===== src/rtl/uart_tx_fifo.sv =====
// uart_tx_fifo: byte FIFO plus a transmit sequencer that feeds a UART
// transmitter on the same clock. Bytes are popped one at a time into tx_din,
// tx_enable is raised until the transmitter reports sending, and a one-cycle
// gap with enable low separates consecutive bytes.
module uart_tx_fifo #(
   parameter int DEPTH         = 16,
   parameter int ADDR_W        = 4,
   parameter int START_TIMEOUT = 1024
) (
   input  logic              clk,
   input  logic              reset,
   input  logic              wr_en,
   input  logic [7:0]        wr_data,
   output logic              full,
   output logic              empty,
   output logic [ADDR_W:0]   count,
   output logic              overflow,
   output logic              start_err,
   output logic              busy,
   output logic [7:0]        tx_din,
   output logic              tx_enable,
   input  logic              tx_sending
);

   // Timeout counter only needs to reach START_TIMEOUT-1.
   localparam int                TMO_W    = $clog2(START_TIMEOUT);
   localparam logic [TMO_W-1:0]  TMO_LAST = TMO_W'(START_TIMEOUT - 1);
   localparam logic [ADDR_W:0]   FULL_CNT = (ADDR_W + 1)'(DEPTH);

   typedef enum logic [1:0] {
      S_IDLE      = 2'd0,
      S_ASSERT    = 2'd1,
      S_WAIT_DONE = 2'd2,
      S_GAP       = 2'd3
   } state_t;

   logic [7:0]        mem [DEPTH];

   state_t            state_q, state_d;
   logic [ADDR_W-1:0] wr_ptr_q, wr_ptr_d;
   logic [ADDR_W-1:0] rd_ptr_q, rd_ptr_d;
   logic [ADDR_W:0]   count_q, count_d;
   logic              full_q, full_d;
   logic              empty_q, empty_d;
   logic              overflow_q, overflow_d;
   logic              start_err_q, start_err_d;
   logic              busy_q, busy_d;
   logic              tx_en_q, tx_en_d;
   logic [TMO_W-1:0]  tmo_q, tmo_d;
   logic [7:0]        tx_din_q;

   logic              wr_accept;
   logic              pop;

   // Full/empty are registered, so acceptance and pop decisions use the
   // pre-edge occupancy; a write into an empty FIFO is not popped that cycle.
   assign wr_accept = reset && wr_en && !full_q;
   assign pop       = reset && (state_q == S_IDLE) && !empty_q;

   // Storage array: write port only, contents need no reset since the
   // pointers define what is valid.
   always_ff @(posedge clk) begin
      if (wr_accept) begin
         mem[wr_ptr_q] <= wr_data;
      end
   end

   // Registered read port: the popped byte lands directly in tx_din and is
   // held there until the next pop.
   always_ff @(posedge clk) begin
      if (!reset) begin
         tx_din_q <= 8'h00;
      end else if (pop) begin
         tx_din_q <= mem[rd_ptr_q];
      end
   end

   // Next-state logic for pointers, occupancy, flags and the sequencer.
   always_comb begin
      state_d     = state_q;
      tx_en_d     = tx_en_q;
      tmo_d       = tmo_q;
      start_err_d = 1'b0;
      wr_ptr_d    = wr_ptr_q;
      rd_ptr_d    = rd_ptr_q;
      count_d     = count_q;

      if (wr_accept) begin
         wr_ptr_d = wr_ptr_q + ADDR_W'(1);
      end
      if (pop) begin
         rd_ptr_d = rd_ptr_q + ADDR_W'(1);
      end

      case ({wr_accept, pop})
         2'b10:   count_d = count_q + (ADDR_W + 1)'(1);
         2'b01:   count_d = count_q - (ADDR_W + 1)'(1);
         default: count_d = count_q;
      endcase

      case (state_q)
         S_IDLE: begin
            if (!empty_q) begin
               state_d = S_ASSERT;
               tx_en_d = 1'b1;
               tmo_d   = '0;
            end
         end
         S_ASSERT: begin
            if (tx_sending) begin
               tx_en_d = 1'b0;
               state_d = S_WAIT_DONE;
            end else if (tmo_q == TMO_LAST) begin
               // Transmitter never started: drop the byte, no retry.
               tx_en_d     = 1'b0;
               start_err_d = 1'b1;
               state_d     = S_GAP;
            end else begin
               tmo_d = tmo_q + TMO_W'(1);
            end
         end
         S_WAIT_DONE: begin
            if (!tx_sending) begin
               state_d = S_GAP;
            end
         end
         S_GAP: begin
            tx_en_d = 1'b0;
            state_d = S_IDLE;
         end
         default: begin
            tx_en_d = 1'b0;
            state_d = S_IDLE;
         end
      endcase

      full_d     = (count_d == FULL_CNT);
      empty_d    = (count_d == '0);
      overflow_d = wr_en && full_q;
      busy_d     = (state_d != S_IDLE);
   end

   // State register with synchronous active-low reset; reset flushes the FIFO.
   always_ff @(posedge clk) begin
      if (!reset) begin
         state_q     <= S_IDLE;
         wr_ptr_q    <= '0;
         rd_ptr_q    <= '0;
         count_q     <= '0;
         full_q      <= 1'b0;
         empty_q     <= 1'b1;
         overflow_q  <= 1'b0;
         start_err_q <= 1'b0;
         busy_q      <= 1'b0;
         tx_en_q     <= 1'b0;
         tmo_q       <= '0;
      end else begin
         state_q     <= state_d;
         wr_ptr_q    <= wr_ptr_d;
         rd_ptr_q    <= rd_ptr_d;
         count_q     <= count_d;
         full_q      <= full_d;
         empty_q     <= empty_d;
         overflow_q  <= overflow_d;
         start_err_q <= start_err_d;
         busy_q      <= busy_d;
         tx_en_q     <= tx_en_d;
         tmo_q       <= tmo_d;
      end
   end

   assign full      = full_q;
   assign empty     = empty_q;
   assign count     = count_q;
   assign overflow  = overflow_q;
   assign start_err = start_err_q;
   assign busy      = busy_q;
   assign tx_din    = tx_din_q;
   assign tx_enable = tx_en_q;

endmodule

===== config.mk =====
export PLATFORM = sky130hd
export DESIGN_NAME = uart_tx_fifo
export DESIGN_NICKNAME = d
export VERILOG_FILES = /design/src/rtl/uart_tx_fifo.sv
export SDC_FILE = /design/constraint.sdc
export NUM_CORES = 1
export LEC_CHECK = 0
export ABC_AREA = 1
export CORE_UTILIZATION = 40
export DETAILED_ROUTE_END_ITERATION = 10
export GPL_TIMING_DRIVEN = 0
export SLEW_MARGIN = 20
export SYNTH_ARGS = -nofsm -noshare
export SYNTH_HDL_FRONTEND = slang
export SYNTH_SLANG_ARGS = --single-unit

===== constraint.sdc =====
create_clock -name clk -period 5 [get_ports clk]
set_clock_uncertainty 0.2 [all_clocks]
set_input_delay 0.75 -clock clk [delete_from_list [all_inputs] [get_ports clk]]
set_output_delay 0.75 -clock clk [all_outputs]
set_load 0.01 [all_outputs]

==> metrics.log <==
INFO  metric status = finished clean
INFO  metric finalSetupViolations = 0
INFO  metric fin_tns_setup = 0 ps
INFO  metric grt_antenna_before_repair = 0
INFO  metric detailedRoute.firstPassIterationCount = 5
INFO  metric die_x = around 130 µm
INFO  metric max_freq = 384 MHz
INFO  metric p_leak = approximately 0.0027 µW
INFO  metric ys_top_cells_by_count = sky130_fd_sc_hd__edfxtp_1 (128), sky130_fd_sc_hd__nor2_1 (99), sky130_fd_sc_hd__o21ai_0 (76)
INFO  metric critical_path.max_fanout = 10
INFO  metric hold_buffers = 0
INFO  metric gp_congestion = roughly 0.83
INFO  metric ys_ff_latch = about 170
INFO  metric clockRootBuffer = sky130_fd_sc_hd__clkbuf_16
INFO  metric drt-wirelength-per-cell = between 15 and 20 µm
INFO  metric std_cell_rows = 47
INFO  metric critical-path-slowest-cell = sky130_fd_sc_hd__clkdlybuf4s50_1
INFO  metric worst_setup_path_startpoint = wr_en
INFO  metric fin_cells = 894
INFO  metric ys_types = 39
INFO  metric final_max_slew_viol_count = 0
INFO  metric fraction_of_synthesis_flops_using_an_asynchronous_set_or_reset_pin = 0%
INFO  metric drcViolationCount = 0
INFO  metric critical_path.top_delay_family = simple AND/OR/NAND/NOR gates
INFO  metric io_buffers = 29
INFO  metric dp.final_hpwl = 11.2 mm
INFO  metric ranking_of_synthesized_cells_by_area = sky130_fd_sc_hd__edfxtp_1 (56%), sky130_fd_sc_hd__dfxtp_1 (11%), sky130_fd_sc_hd__o21ai_0 (5.5%)
INFO  metric multiInputGateArea = 1970 µm²
INFO  metric die_area = between 15000 and 20000 µm²
INFO  metric clock_latency = roughly 430 ps
INFO  metric synth_enable_flop_cells = 128
INFO  metric layout.area.seq = 4620 µm²
INFO  metric crit_path_largest_cell_delay = 530 ps
INFO  metric finalCriticalPeriod = approximately 2600 ps
INFO  metric rsz0062_at_grt = no
INFO  metric yosys.area.top_type_share = a little under three fifths
INFO  metric fp.dieH = 133 µm
INFO  metric required = 5160 ps
INFO  metric post-place-cells = 862
INFO  metric grt_pass1_wl = 26.0 mm
INFO  metric timing.critical_path.from_type = input pin
INFO  metric postCtsResizedCells = 0
INFO  metric hold_viol_final = 0
INFO  metric core = 16700 µm²
INFO  metric crit_buf_inv = 2
INFO  metric max-cap-violations = 0
INFO  metric first_global_vias = 4737
INFO  metric powerDensity = 464 nW/µm²
INFO  metric syn-num-nets = 633
INFO  metric share_of_final_layout_standard_cells_stronger_than_drive_strength_1 = between 10% and 20%
INFO  metric cp-end-kind = register
INFO  metric yosysWarningCount = 0
INFO  metric worst-slew-pin-transition = 877 ps
INFO  metric num_antenna_cells = 0
INFO  metric cts_inserted_buffers = 17
INFO  metric clk_pin_slew_worst_paths = 60 ps
INFO  metric power.total = about 3800 µW
INFO  metric flow.area_growth_from_synthesis = 17.2%
INFO  metric worstPathCellList = clkdlybuf4s50_1 > nand3_4 > nand3_4 > nand2_1 > nand2_1 > inv_1 > ha_1 > o21ai_0 > nand2_1 > nor2_1 > nand3_1 > o21bai_2
INFO  metric detail-route-antenna-nets = 0
INFO  metric critPathArrivalTime = 2770 ps
INFO  metric htreeDepth = 4
INFO  metric synth_ff_type = sky130_fd_sc_hd__edfxtp_1
INFO  metric fillers = around 1500
INFO  metric drt-total-wl = 16.7 mm
INFO  metric worst_vdd_rail_ir_drop = 284 µV
INFO  metric detailed_route_iter0_violations = 466
INFO  metric final.period_utilization = 52.1%
INFO  metric synthCells = about 600
INFO  metric postSynthAreaPerCell = approximately 11 µm²
INFO  metric maxSlewHeadroom = 41.3%
INFO  metric grt_util_all_layers = 19.9%
INFO  metric detailroute.via_count = about 4900
INFO  metric post_cts_buffers = 0
INFO  metric grt.overflow.total = 0
INFO  metric synth_most_common_cell = sky130_fd_sc_hd__edfxtp_1
INFO  metric worst_path_most_repeated_cell = sky130_fd_sc_hd__nand2_1
INFO  metric ys_seq_area_share = 66.9%
INFO  metric tritoncts = built
INFO  metric clockBufferDepth = 2
INFO  metric syn_area = 6910 µm²
INFO  metric num-nets-final = 681
INFO  metric grt_start_max_net_pins = 17
INFO  metric ios = 31
INFO  metric initial_utilization = 41.4%
INFO  metric vias_per_cell = 5.44
INFO  metric hp-class = register to register
INFO  metric post-synth-top-area-cell = sky130_fd_sc_hd__edfxtp_1
INFO  metric crit-reg2reg-launch = state_q[0]$_SDFF_PN0_
INFO  metric min_from = tmo_q[4]$_SDFFE_PN0P_
INFO  metric path_class = input pin to register
INFO  metric cts.sinks = 167
[cell families after synthesis]
logic type / after synthesis / synth area share (%)
buffers and inverters: 77 / 4.58
AOI/OAI and AO/OA: 146 / 12.8
adders and majority gates: 8 / 1.45
and+or+nand+nor: 212 / 13.9
xor gates and xnor gates: 3 / 0.380
DFF: 167 / 66.9
[worst reg2reg max path, stage by stage (launching register included)]
cell                       delay (ps)
sky130_fd_sc_hd__dfxtp_1          350
sky130_fd_sc_hd__inv_2            100
sky130_fd_sc_hd__nand2_2           90
sky130_fd_sc_hd__nor2_4           150
sky130_fd_sc_hd__buf_1            410
sky130_fd_sc_hd__ha_1             320
sky130_fd_sc_hd__nand2_1           90
sky130_fd_sc_hd__nand2_1          100
sky130_fd_sc_hd__nand3_2          100
sky130_fd_sc_hd__nand3_1           90
sky130_fd_sc_hd__o21ai_1          100
sky130_fd_sc_hd__nor2_1           100
sky130_fd_sc_hd__nand3_1          160
sky130_fd_sc_hd__o21bai_2         140
[power by group]
part / internal [µW] / switching, µW
clock: 872 / 513
combinational: 263 / 500
sequential: 1560 / 53.7
total: 2690 / 1070
[per-stage QoR]
step / utilization [%] / worst slack, ps / hold slack [ps] / cell area, µm²
6_report: 48.5 / 2390 / 255 / 8100
3_5_place_dp: 44.8 / 1960 / 245 / 7480
4_1_cts: 48.5 / 2410 / 255 / 8100
3_3_place_gp: 44.8 / 1950 / 235 / 7480
5_1_grt: 48.5 / 2210 / 291 / 8100
2_1_floorplan: - / 2380 / 224 / 6910
[path summary, 6_finish.rpt]
path	depth (start not counted)	end	slack (ps)
setup / recovery	12	empty$_SDFF_PN1_	2390
hold / removal	2	tmo_q[4]$_SDFFE_PN0P_	260
setup reg to reg	13	empty$_SDFF_PN1_	2460
hold reg to reg	2	tmo_q[4]$_SDFFE_PN0P_	260
[state kept, by name, summed over array words and instances (netlist names)]
register / count
busy: 1
count: 5
empty: 1
full: 1
mem: 128
overflow: 1
rd_ptr_q: 4
start_err: 1
state_q: 2
tmo_q: 10
tx_din: 8
tx_enable: 1
wr_ptr_q: 4
[layout by cell type, fill, tap and decap left out, drive strengths merged]
cell type	n
a211oi	2
a21oi	18
a31oi	8
a32o	3
and3	1
buf	12
bufinv	4
clkbuf	40
clkdlybuf4s50	29
clkinv	7
dfxtp	39
edfxtp	128
ha	8
inv	46
nand2	62
nand3	34
nand4	3
nor2	104
nor3	5
nor4	1
o211ai	3
o21ai	81
o21bai	1
o221ai	26
o22ai	4
or2	2
xor2	3
[cell type report]
cell class              instances  share of cell area, %
plain buffers                  29                   1.65
clock buffers                  23                   5.90
clock inverters                 9                   1.82
inverters                      48                   2.25
multi-input cells             369                   24.3
flip-flops and latches        167                   57.1
well taps                     220                   3.40
repair buffers                 29                   3.58
[layer usage]
layer	vias up	wire length [µm]	share of wire, %	track usage (%)
met5	-	0	0	0
met4	0	418	2.5	8.14
met3	25	1070	6.4	3.65
met2	169	7890	47	32.2
met1	2370	7310	44	26.3
li1	2298	-	-	-
Note: power is estimated with default switching activity, not from simulation.
==> variant 1, RTL diff (same settings) <==
Change the parameter `ADDR_W` from 4 to 3.
--- a/src/rtl/uart_tx_fifo.sv
+++ b/src/rtl/uart_tx_fifo.sv
@@ -5,5 +5,5 @@
 module uart_tx_fifo #(
    parameter int DEPTH         = 16,
-   parameter int ADDR_W        = 4,
+   parameter int ADDR_W        = 3,
    parameter int START_TIMEOUT = 1024
 ) (
Ports: changed (resized count); port bits go from 31 to 30. The function was not compared with the original's and may differ.
==> variant 1 against the unedited design <==
  * Setup slack worse by 0.13 ns
  * Power is 48% lower
  * Area after synthesis is 39% lower
  * Sequential cell count is 67 lower
  * Critical endpoint is now full
  * Sequential share of layout area is 3.1 points lower
  * Cell area is 40% lower
  * Routed wire length is 47% lower
  * Count of clock-buffer cells in the layout is 14 lower
  * Worst hold slack better by 0.018 ns
  * Maximum frequency is 4.7% lower
  * Global-route usage is 2.5 points lower
  * Largest power group unchanged
==> variant 1: results (changes against the unedited design) <==
Placed design
  – DPL Wire Length: 6.27 mm (was 11.2 mm)
  – Final RePlAce weighted congestion: 0.842 (was 0.833)
  – Instance area at placement: 4680 sq um (was 7480 sq um)

Route
  – DR iter-0 viols: 146 (was 466)
  – Drt pass-1 iters: 4 (was 5)
  – Total wire length: 8.88 mm (was 16.7 mm)

Finish
  – Max reg flops: 64 (was 128)
  – FILL cells: 973 (was 1491)

Worst setup path
  – CP Launch Point: reset (was wr_en)
  – Critical path's largest stage delay: 0.49 ns (was 0.53 ns)
  – Data arrival, critical path: 2.86 ns (was 2.77 ns)
  – Worst Reg2Reg Path Length in Cells: 12 (was 13)

Global routing
  – Largest net degree at the start of global routing: 23 (was 17)
  – Number of global-route vias before repair: 2915 (was 4737)
  – Total track usage: 17.4% (was 19.9%)
  – First-pass GRT wire length: 14.7 mm (was 26.0 mm)

Status
  – Outcome: finished clean (unchanged)

Power and ir drop
  – Maximum vdd drop: 0.138 mV (was 0.284 mV)
  – LEAKAGE: 1.72 nW (was 2.74 nW)

CTS
  – Worst-Skew Late Latency: 0.38 ns (was 0.43 ns)
  – CTS Root Cell: clkbuf_8 (was clkbuf_16)
  – # H-tree levels: 3 (was 4)

Yosys
  – Sequential share of the synthesized area: 62.6% (was 66.9%)
  – Post-synth EDFFs: 64 (was 128)
  – Post-synth top cells: edfxtp_1 (64), nor2_1 (58), nand2_1 (49), inv_1 (42), o21ai_0 (41) (was edfxtp_1 (128), nor2_1 (99), o21ai_0 (76), nand2_1 (55))
  – Syn nets: 425 (was 633)

Timing
  – Max-slew headroom: 41.2% (was 41.3%)

Worst hold path
  – Min-Delay Endpoint: tx_din[3] (was tmo_q[4])
-- variant 1: cell types whose count changed after synthesis, moves of 5 or more --
cell      unedited run  this run
edfxtp_1           128        64
nor2_1              99        58
o21ai_0             76        41
o221ai_1            26         8
nand3_1             29        13
a31oi_1              8         0
clkbuf_1            17         9
nand2_1             55        49
a21oi_1             18        23
nand2_2              6         1
o211ai_1             3         8
o22ai_1              3         8
-- variant 1: cell families after synthesis --
group | after synthesis | share of synthesized area, %
AND/OR/NAND/NOR | 141 | 15.6
flip-flops | 100 | 62.6
buffers and inverters | 62 | 5.96
adder cells (fa/ha/maj) | 5 | 1.48
AO/OA/AOI/OAI | 96 | 13.5
XOR/XNOR | 4 | 0.830
-- variant 1: cell type report --
type,instances,area (sq um),share of cell area (%)
inverters,47,181,3.70
clock buffers,9,124,2.53
well taps,136,170,3.47
flip-flops and latches,100,2640,53.9
multi-input cells,246,1330,27.1
clock inverters,7,96.3,1.97
plain buffers,15,70.1,1.43
repair buffers,29,290,5.92
-- variant 1: metal layers --
metal / routed length (microns) / global-route usage, %
met2: 4410 / 29.9
met1: 4000 / 22.2
met4: 79 / 3.42
met5: 0 / 0
met3: 395 / 4.30
-- variant 1: worst max-delay path by stage --
stage,end,slack [ns],depth (start not counted)
final,full,2.26,13
after detailed placement,empty,1.85,14
after global placement,empty,1.85,14
after global routing,full,2.07,13
after CTS,full,2.24,13
after floorplan,empty,2.64,13
-- variant 1: report_power, final --
part           switching (mW)  internal (mW)  total (mW)
Sequential             0.0437          0.930       0.974
Combinational           0.285          0.165       0.449
Clock                   0.334          0.209       0.543
Total                   0.662           1.30        1.97
-- variant 1: worst min-delay path: stages, from the launching register on --
cell	delay, ns
dfxtp_1	0.32
nand2_1	0.06
a21oi_1	0.06
-- variant 1: metrics by stage --
step / power (mW) / std cells / utilization (%) / hold WS (ns) / setup slack [ns]
5_1_grt: 2.07 / 589 / 47.7 / 0.295 / 2.07
3_3_place_gp: 1.43 / 573 / 45.5 / 0.243 / 1.85
6_report: 1.97 / 589 / 47.7 / 0.274 / 2.26
2_1_floorplan: 1.27 / 408 / - / 0.231 / 2.64
3_5_place_dp: 1.44 / 573 / 45.5 / 0.255 / 1.85
4_1_cts: 1.98 / 589 / 47.7 / 0.275 / 2.24
==> variant 2, RTL diff (config.mk and constraints unchanged) <==
Without the edit above. The output `start_err` loses its register stage (`start_err_q` becomes a continuous assignment).
--- a/src/rtl/uart_tx_fifo.sv
+++ b/src/rtl/uart_tx_fifo.sv
@@ -151,5 +151,4 @@
          empty_q     <= 1'b1;
          overflow_q  <= 1'b0;
-         start_err_q <= 1'b0;
          busy_q      <= 1'b0;
          tx_en_q     <= 1'b0;
@@ -163,5 +162,4 @@
          empty_q     <= empty_d;
          overflow_q  <= overflow_d;
-         start_err_q <= start_err_d;
          busy_q      <= busy_d;
          tx_en_q     <= tx_en_d;
@@ -169,4 +167,6 @@
       end
    end
+
+   assign start_err_q = start_err_d;
 
    assign full      = full_q;
Formal check against the unedited RTL: same outputs for any inputs over 10 cycles, from zero or initial values and one cycle with reset low; that may be too few to reach the edited logic, so the function may still have changed.
==> variant 2 against the unedited design <==
  * Setup slack lost 0.46 ns
  * Sequential share of layout area is essentially flat
  * Area after synthesis shrank 0.40%
  * Power shrank 0.44%
  * Sequential cell count shrank 1
  * Count of clock-buffer cells in the layout grew 1
  * Critical path depth shrank 4
  * Routed wire length grew 2.8%
  * Cell area shrank 0.43%
  * Critical path type is now reg2out
  * Largest power group unchanged
==> variant 2: results (changes against the unedited design) <==
Yosys
  – Synth Area in Adders: 1.45% (about the same)
  – XOR/XNOR Fraction of Synth Area: 0.636% (was 0.380%)
  – Complex-gate fraction of the synthesized area: 13.3% (was 12.8%)
  – Area contributors post-synth: edfxtp_1 (56%), dfxtp_1 (11%), nor2_1 (5.5%) (was edfxtp_1 (56%), dfxtp_1 (11%), o21ai_0 (5.5%))
  – Sequential share of the synthesized area: 66.9% (about the same)
  – Syn nets: 624 (was 633)

Route
  – DR iter-0 viols: 445 (was 466)
  – Total number of vias: 4823 (was 4862)
  – Total wire length: 17.1 mm (was 16.7 mm)
  – Drt pass-1 iters: 6 (was 5)

Placed design
  – DPL Wire Length: 11.3 mm (was 11.2 mm)
  – Final RePlAce weighted congestion: 0.828 (was 0.833)

Timing
  – Max-slew headroom: 32.4% (was 41.3%)

Worst hold path
  – Min-Delay Startpoint: tmo_q[8] (was tmo_q[4])

Worst setup path
  – Slowest stage cell on the critical path: clkdlybuf4s50_1 (unchanged)
  – Worst r2r src: empty (was state_q[0])
  – Crit-path leading delay family: buffers and inverters (was simple AND/OR/NAND/NOR gates)
  – Critical path fanouts, max: 3 (was 10)
  – Data arrival, critical path: 2.12 ns (was 2.77 ns)
  – CP Launch Point: tmo_q[0] (was wr_en)

Finish
  – # nets final: 672 (was 681)
  – Fraction of layout cells with a size suffix above 1: 9.62% (was 10.1%)

Power and ir drop
  – Maximum vdd drop: 0.260 mV (was 0.284 mV)
  – LEAKAGE: 2.73 nW (was 2.74 nW)
  – Switching share of power: 28.4% (about the same)

Status
  – Outcome: finished clean (unchanged)

Global routing
  – Total track usage: 20.5% (was 19.9%)
  – First-pass GRT wire length: 26.8 mm (was 26.0 mm)

CTS
  – Worst-Skew Late Latency: 0.43 ns (about the same)
variant 2: changes by cell type after synthesis, moves of 3 or more:
cell,change
o211ai_1,+16
nand2_1,-13
o21ai_0,-11
o22ai_1,+8
a31oi_1,-6
o21ai_1,+6
o221ai_1,-6
inv_2,+5
a21oi_1,-4
buf_2,-4
nand2_2,-3
variant 2: metal layers:
metal | up-vias | GRT usage (%) | wire length, microns | share of wire (%)
met5 | - | 0 | 0 | 0
met4 | 0 | 6.38 | 350 | 2.0
met3 | 28 | 5.21 | 1120 | 6.5
met2 | 173 | 33.7 | 8060 | 47
met1 | 2355 | 26.7 | 7610 | 44
li1 | 2267 | - | - | -
variant 2: cell families (layout without fill, tap and decap cells):
group,count (synthesis),in the layout
flops,166,166
fa+ha+maj,8,8
simple gates,195,195
buf+inv,80,141
xor+xnor,5,5
compound gates,150,150
variant 2: metrics by stage:
stage               worst slack (ns)  cell area [sq um]  hold slack (ns)  util, %  std cells
finish                          1.93               8070            0.277     48.3        885
global route                    1.76               8070            0.304     48.3        885
CTS                             1.92               8070            0.280     48.3        885
detailed placement              1.88               7450            0.264     44.6        853
global placement                1.89               7450            0.249     44.6        853
floorplan                       2.38               6890            0.241        -        604
variant 2: path summary, 6_finish.rpt:
| check | slack (ns) | cells past startpoint | to |
|---|---|---|---|
| setup / recovery | 1.93 | 8 | start_err |
| hold reg to reg | 0.28 | 1 | tmo_q[8] |
| setup reg to reg | 2.48 | 14 | full |
| hold / removal | 0.28 | 1 | tmo_q[8] |
variant 2: power by group through the flow:
stage               combinational (mW)  clock (mW)  sequential (mW)
floorplan                        0.455           0             1.64
global placement                 0.738           0             1.64
detailed placement               0.754           0             1.64
CTS                              0.759        1.38             1.61
global route                     0.841        1.45             1.62
finish                           0.764        1.37             1.61
variant 2: layout make-up:
type,count,area [sq um]
multi-input cells,358,1950
plain buffers,29,144
clock buffers,24,472
well taps,220,275
inverters,51,191
flip-flops and latches,166,4600
clock inverters,8,146
repair buffers,29,290
fillers,1534,8630
